$ cat src/rtl/ram8_arbiter.sv
// Round-robin arbiter/sequencer serialising two requesters onto a single-port 8x4 RAM.
// Writes take one cycle after grant; read data returns with a one-cycle valid strobe.
module ram8_arbiter #(
    parameter int unsigned DATA_W = 4,
    parameter int unsigned ADDR_W = 3
) (
    input  logic              clk,
    input  logic              reset,
    input  logic              req_a,
    input  logic              we_a,
    input  logic [ADDR_W-1:0] addr_a,
    input  logic [DATA_W-1:0] wdata_a,
    output logic              gnt_a,
    output logic              rvalid_a,
    output logic [DATA_W-1:0] rdata_a,
    input  logic              req_b,
    input  logic              we_b,
    input  logic [ADDR_W-1:0] addr_b,
    input  logic [DATA_W-1:0] wdata_b,
    output logic              gnt_b,
    output logic              rvalid_b,
    output logic [DATA_W-1:0] rdata_b,
    output logic              ram_load,
    output logic [ADDR_W-1:0] ram_add,
    output logic [DATA_W-1:0] ram_in,
    input  logic [DATA_W-1:0] ram_out,
    output logic              busy
);

    typedef enum logic [1:0] {
        IDLE  = 2'd0,
        WRITE = 2'd1,
        READ  = 2'd2
    } state_t;

    state_t state;
    logic   ptr_b;      // 1: B wins the next tie
    logic   owner_b;    // requester that owns the command in flight

    logic              any_req_c;
    logic              pick_b_c;
    logic              sel_we_c;
    logic [ADDR_W-1:0] sel_addr_c;
    logic [DATA_W-1:0] sel_wdata_c;

    // Winner selection: sole requester, or the pointer on a tie
    always_comb begin
        any_req_c   = req_a | req_b;
        pick_b_c    = req_b & (~req_a | ptr_b);
        sel_we_c    = pick_b_c ? we_b    : we_a;
        sel_addr_c  = pick_b_c ? addr_b  : addr_a;
        sel_wdata_c = pick_b_c ? wdata_b : wdata_a;
    end

    always_ff @(posedge clk) begin
        if (reset) begin
            state    <= IDLE;
            ptr_b    <= 1'b0;
            owner_b  <= 1'b0;
            gnt_a    <= 1'b0;
            gnt_b    <= 1'b0;
            rvalid_a <= 1'b0;
            rvalid_b <= 1'b0;
            rdata_a  <= '0;
            rdata_b  <= '0;
            ram_load <= 1'b0;
            ram_add  <= '0;
            ram_in   <= '0;
            busy     <= 1'b0;
        end else begin
            gnt_a    <= 1'b0;
            gnt_b    <= 1'b0;
            rvalid_a <= 1'b0;
            rvalid_b <= 1'b0;
            case (state)
                IDLE: begin
                    if (any_req_c) begin
                        ram_add  <= sel_addr_c;
                        ram_in   <= sel_wdata_c;
                        ram_load <= sel_we_c;
                        gnt_a    <= ~pick_b_c;
                        gnt_b    <= pick_b_c;
                        busy     <= 1'b1;
                        ptr_b    <= ~pick_b_c;
                        owner_b  <= pick_b_c;
                        state    <= sel_we_c ? WRITE : READ;
                    end
                end
                WRITE: begin
                    ram_load <= 1'b0;
                    busy     <= 1'b0;
                    state    <= IDLE;
                end
                READ: begin
                    // ram_add has been stable for a full cycle, so ram_out is valid here
                    if (owner_b) begin
                        rdata_b  <= ram_out;
                        rvalid_b <= 1'b1;
                    end else begin
                        rdata_a  <= ram_out;
                        rvalid_a <= 1'b1;
                    end
                    busy  <= 1'b0;
                    state <= IDLE;
                end
                default: begin
                    ram_load <= 1'b0;
                    busy     <= 1'b0;
                    state    <= IDLE;
                end
            endcase
        end
    end

endmodule

$ cat config.mk
export PLATFORM = sky130hd
export DESIGN_NAME = ram8_arbiter
export DESIGN_NICKNAME = d
export VERILOG_FILES = /design/src/rtl/ram8_arbiter.sv
export SDC_FILE = /design/constraint.sdc
export NUM_CORES = 1
export LEC_CHECK = 0
export ABC_AREA = 1
export CAP_MARGIN = 25
export CORE_UTILIZATION = 37
export CTS_CLUSTER_SIZE = 20
export DETAILED_ROUTE_END_ITERATION = 8
export GPL_ROUTABILITY_DRIVEN = 0
export GPL_TIMING_DRIVEN = 0
export PLACE_DENSITY = 0.74
export SLEW_MARGIN = 5
export SYNTH_ARGS = -nofsm -noshare
export SYNTH_HDL_FRONTEND = slang
export SYNTH_SLANG_ARGS = --single-unit
$ cat constraint.sdc
create_clock -name clk -period 0.9 [get_ports clk]
set_input_delay 0.27 -clock clk [delete_from_list [all_inputs] [get_ports clk]]
set_output_delay 0.27 -clock clk [all_outputs]
set_load 0.005 [all_outputs]
==> flow_summary.ini, run 1 <==
[cells_and_area]
fin_util = 0.707
instances_no_fill = 215
antenna_cells = 0
multi_input_area_um2 = 593
regArea_um2 = 532
layout-drive-gt1-share = 0.530
num-fill-cells = 200
nets = 210
area_delta_synth_final_pct = 74.5

[synth]
synth.ff_latch_count = 25
synth_fp_nets = 151
synth_area_um2 = 1040
yosysSeqAreaShare = 0.481
yosys-top-cells-area = dfxtp_1, nand3_1, nand2_1
yosys.area.top_type = dfxtp_1
synth_top_cell_area_share = 0.481
avgSynthCellArea_um2 = 8.19
synth.distinct_cells = 21
syn_inst = 127
ys_warn_count = 0

[global_routing]
antenna_found_initial = 0
overflow = 0
grt_first_pass_wirelength_mm = 4.24
grt_usage = 0.197
grt_start_max_net_pins = 16
grt_pass1_vias = 977

[sta]
rsz0062_at_grt = true
skew_ps = 0.596
fin_setup_tns_ps = -5700
hold_violations = 0
finalSetupViolCount = 43
setup_slack_ps = -170
fin_crit_sh = 1.19
relSlewSlack = 0.783
whs_ps = 416
clock.fmax_mhz = 934
worst_slew_pin_slew_ps = 325
timing.final.crit_period_ps = 1070
slew_viol_final = 0

[clocking]
insertion_delay_ps = 320
cts_hold_buf = 0
ctsLongestPathBuffers = 2
htree_levels = 1
clockRootBuffer = clkbuf_4
path_clk_slew_ps = 140
cts_buffers = 3
clock_sinks = 25
cts_tree = yes

[floorplanning]
dieWidth_um = 55.0
start_util = 0.405
dieArea_um2 = 3030
rows = 18
die_height_um = 55.0
ioPinCount = 45
core_area_um2 = 2570

[route]
final_antenna_net_count = 0
viasPerCell = 5.04
drc = 0
wl_per_cell_um = 14.0
vias = 1083
drt-met1-wl_mm = 1.21
drt_wl_total_mm = 3.01
top_layer = met4
drt-initial-drc-count = 11
met2_length_mm = 1.57
met3WireLength_um = 174
drt_pass1_iterations = 4

[outcome]
violations = setup timing
status = complete, but fails checks

[setup_path]
crit_required_ps = 1160
path_cells = inv_6, nand2_8, nor2_4, o21ai_0, a21oi_1
cpPeakStageDelay_ps = 400
cpMaxStageDelayCell = dfxtp_4
startpoint_type = register
end_kind = register
crit_fanout = 5
critPathKind = register to register
cp_data_arrival_time_ps = 1330

[job]
maxCapViolCount = 0

[placed_design]
io_buffers = 44
dp_hpwl_mm = 1.75
dp_cells = 201

[pwr]
finalPower_mw = 2.59
power.density_nw_per_um2 = 1430
p_leak_nw = 0.820
vdd_drop_max_mv = 1.28

[min_path]
hold_class = input port to register
-- kinds of logic after synthesis --
group / Yosys count / synth area share
and+or+nand+nor: 58 / 0.319
DFF: 25 / 0.481
AOI/OAI and AO/OA: 22 / 0.109
buffers and inverters: 22 / 0.0903
-- cell usage in the layout (no fill, tap or decap), drive strengths merged --
master and count:
a21oi 11, buf 32, clkbuf 3, clkdlybuf4s15 1, clkdlybuf4s50 20, clkinvlp 1
dfxtp 25, dlygate4sd2 2, inv 20, nand2 25, nand3 15, nand3b 1
nand4 5, nor2 12, nor2b 1, o21ai 11
-- path summary, 6_finish.rpt --
path	start	endpoint	slack, ps	cells after the start
setup / recovery	state[0]	owner_b	-170	5
hold / removal	reset	ptr_b	420	2
setup reg to reg	state[0]	owner_b	-170	5
hold reg to reg	rdata_a[3]	rdata_a[3]	460	2
-- layout make-up --
| class | count | area share |
|---|---|---|
| multi-input cells | 81 | 0.327 |
| flip-flops and latches | 25 | 0.293 |
| repair buffers | 53 | 0.285 |
| inverters | 20 | 0.0455 |
| well taps | 30 | 0.0207 |
| clock buffers | 3 | 0.0124 |
| plain buffers | 2 | 0.0124 |
| clock inverters | 1 | 0.00414 |
-- power breakdown --
part | total (mW) | switching, mW | leakage, nW | internal [mW]
clock network | 0.523 | 0.353 | 0.0139 | 0.170
registers | 1.27 | 0.0627 | 0.214 | 1.21
logic | 0.797 | 0.382 | 0.592 | 0.414
total | 2.59 | 0.798 | 0.820 | 1.79
-- repair_timing --
action                     4_1_cts  5_1_grt
gates cloned                     2        0
pin swaps                       10        6
gates resized for setup        133       25
setup endpoints to repair       46       45
setup buffers                    6        2
-- per-layer routing --
metal	vias to the layer above	global-route usage
li1	531	-
met1	514	0.220
met2	34	0.378
met3	4	0.0355
met4	0	0.0500
met5	-	0
-- critical path, delay by kind of cell, from the launching register on --
| kind | cells | cell delay, ps |
|---|---|---|
| buffers and inverters | 1 | 80 |
| AO/OA/AOI/OAI | 2 | 260 |
| AND/OR/NAND/NOR | 2 | 270 |
| flip-flops | 1 | 400 |
-- cells in the mapped netlist --
cell and number:
nor2b_4 1, buf_6 1, o21ai_2 1, nand4_1 5, nor2_4 3, nand3b_1 1, nand2_2 6, o21ai_1 1
a21oi_1 11, nand3_2 1, nor2_1 6, buf_4 1, nand2_4 1, nand3_1 14, inv_1 16, nand2_1 18
o21ai_0 9, inv_2 4, nor2_8 1, dfxtp_1 25, nor2_2 1
-- flip-flops by register name, summed over array words and instances (netlist names) --
name      cells
gnt_b         1
ram_add       3
ptr_b         1
ram_in        4
rvalid_b      1
rdata_b       4
rvalid_a      1
owner_b       1
busy          1
ram_load      1
state         2
rdata_a       4
gnt_a         1
-- stage by stage --
stage | setup slack [ps] | instance area, µm²
2_1_floorplan | -67.9 | 1050
3_3_place_gp | -697 | 1530
3_5_place_dp | -719 | 1530
4_1_cts | -168 | 1680
5_1_grt | -225 | 1810
6_report | -170 | 1810
(Power assumes the default switching activity.)
==> run 2: changes to the inputs <==
--- a/config.mk
+++ b/config.mk
@@ -7,12 +7,12 @@
 export LEC_CHECK = 0
 export ABC_AREA = 1
 export CAP_MARGIN = 25
-export CORE_UTILIZATION = 37
+export CORE_UTILIZATION = 35
 export CTS_CLUSTER_SIZE = 20
 export DETAILED_ROUTE_END_ITERATION = 8
 export GPL_ROUTABILITY_DRIVEN = 0
 export GPL_TIMING_DRIVEN = 0
-export PLACE_DENSITY = 0.74
+export PLACE_DENSITY = 0.71
 export SLEW_MARGIN = 5
 export SYNTH_ARGS = -nofsm -noshare
 export SYNTH_HDL_FRONTEND = slang
==> run 2 against run 1 <==
  * The flow still finishes with violations (setup timing)
  * Via count fell by 2.7%
  * Non-clock buffer count shrank 1
  * Sequential cell count did not move
  * Die area rose by 5.5%
  * Clock power fell by 7.5%
  * Utilization decreased by 9.8 points
==> flow_summary.ini, run 2 (synthesis gave the netlist of run 1 again) <==
[outcome]
status = complete, but fails checks
violations = setup timing

[floorplanning]
start_util = 0.374
die_height_um = 56.5
dieArea_um2 = 3190
ioPinCount = 45
dieWidth_um = 56.5
rows = 19
core_area_um2 = 2780

[route]
drt_pass1_iterations = 4
vias = 1054
drt-initial-drc-count = 64
final_antenna_net_count = 0
wl_per_cell_um = 12.9
drt_wl_total_mm = 2.77
viasPerCell = 4.90
drc = 0

[setup_path]
crit_fanout = 5
critPathKind = register to register
end_kind = register
path_cells = inv_2, nand2_4, nand2_4, buf_8, nand2_2, o21ai_2, nor2b_4
cp_data_arrival_time_ps = 1310
cpPeakStageDelay_ps = 350
startpoint_type = register
crit_required_ps = 1160
timing.critical_path.mode_cell = nand2_4
cpMaxStageDelayCell = dfxtp_2

[sta]
clock.fmax_mhz = 948
setup_slack_ps = -154
fin_crit_sh = 1.17
relSlewSlack = 0.738
skew_ps = 0.738
slew_viol_final = 0
rsz0062_at_grt = true
finalSetupViolCount = 42
worst_slew_pin_slew_ps = 393
whs_ps = 450
timing.final.crit_period_ps = 1050
hold_violations = 0

[global_routing]
overflow = 0
antenna_found_initial = 0
grt_first_pass_wirelength_mm = 4.66
grt_start_max_net_pins = 14
grt_pass1_vias = 1098
grt_usage = 0.183

[cells_and_area]
layout_common_cells = dfxtp_2, clkdlybuf4s50_1, nand2_1
layout-drive-gt1-share = 0.495
nets = 209
fin_util = 0.609
area_delta_synth_final_pct = 62.8
antenna_cells = 0
reg.largest.list = ram_in (4), rdata_a (4), rdata_b (4)

[placed_design]
io_buffers = 44
pre_cts_ws_ps = -735
dp_hpwl_mm = 1.87

[clocking]
cts_tree = yes
clock_sinks = 25
cts_hold_buf = 0
path_clk_slew_ps = 130
clockRootBuffer = clkbuf_4
cts_buffers = 3
htree_levels = 1
insertion_delay_ps = 310
ctsLongestPathBuffers = 2

[min_path]
hold_class = register to register

[pwr]
vdd_drop_max_mv = 1.16
p_leak_nw = 0.778
power.density_nw_per_um2 = 1450

[job]
maxCapViolCount = 0
[run 2: cell count changes in the layout (fill, tap and decap cells not counted), sizes merged]
cell      delta
buf          -1
clkbuf       +1
clkinvlp     -1
[run 2: routing by layer]
metal	vias to the layer above	track usage	wire length [µm]
met5	-	0	0
met4	0	0.0592	0
met3	0	0.0369	192
met2	37	0.333	1400
met1	490	0.212	1180
li1	527	-	-
[run 2: timing repair]
action                     in CTS  in global routing
gates resized for setup       135                 11
cloned                          2                  0
setup endpoints to repair      46                 45
setup buffers                   6                  1
pin swaps                      11                  1
[run 2: layout make-up]
cell class	count	area [µm²]
Timing Repair Buffer	52	462
Buffer	2	22.5
Clock buffer	4	26.3
Inverter	20	80.1
Tap cell	31	38.8
Sequential cell	25	529
Fill cell	255	1090
Multi-Input combinational cell	81	534
[run 2: worst max-delay path, delay by kind of cell, from the launching register on]
family / cells / cell delay [ps]
AOI/OAI and AO/OA: 1 / 80
and+or+nand+nor: 4 / 390
DFF: 1 / 350
buffers and inverters: 2 / 190
[run 2: final timing paths]
check                           slack [ps]         end  depth (start not counted)  startpoint
worst max-delay path                  -150    state[1]                          7       ptr_b
worst min-delay path                   450  rdata_b[2]                          2  rdata_b[2]
worst max register to register        -150    state[1]                          7       ptr_b
worst min register to register         450  rdata_b[2]                          2  rdata_b[2]
[run 2: power by group]
group / switching (mW) / internal (mW) / leakage, nW / total, mW
sequential: 0.0558 / 1.21 / 0.214 / 1.26
clock: 0.311 / 0.173 / 0.0150 / 0.484
combinational: 0.344 / 0.361 / 0.549 / 0.705
[run 2: per-stage QoR]
step / std cells / TNS, ps / instance area (µm²) / power (mW)
5_1_grt: 215 / -6490 / 1690 / 2.58
3_5_place_dp: 202 / -18380 / 1530 / 1.88
6_report: 215 / -4540 / 1690 / 2.45
3_3_place_gp: 202 / -17880 / 1530 / 1.86
2_1_floorplan: 127 / -955 / 1050 / 1.56
4_1_cts: 214 / -4890 / 1640 / 2.44
==> run 3: changes to the inputs <==
--- a/config.mk
+++ b/config.mk
@@ -6,7 +6,6 @@
 export NUM_CORES = 1
 export LEC_CHECK = 0
 export ABC_AREA = 1
-export CAP_MARGIN = 25
 export CORE_UTILIZATION = 35
 export CTS_CLUSTER_SIZE = 20
 export DETAILED_ROUTE_END_ITERATION = 8
==> results of run 3 <==
Same layout as run 2: the final DEF is identical, and so are final timing and power.
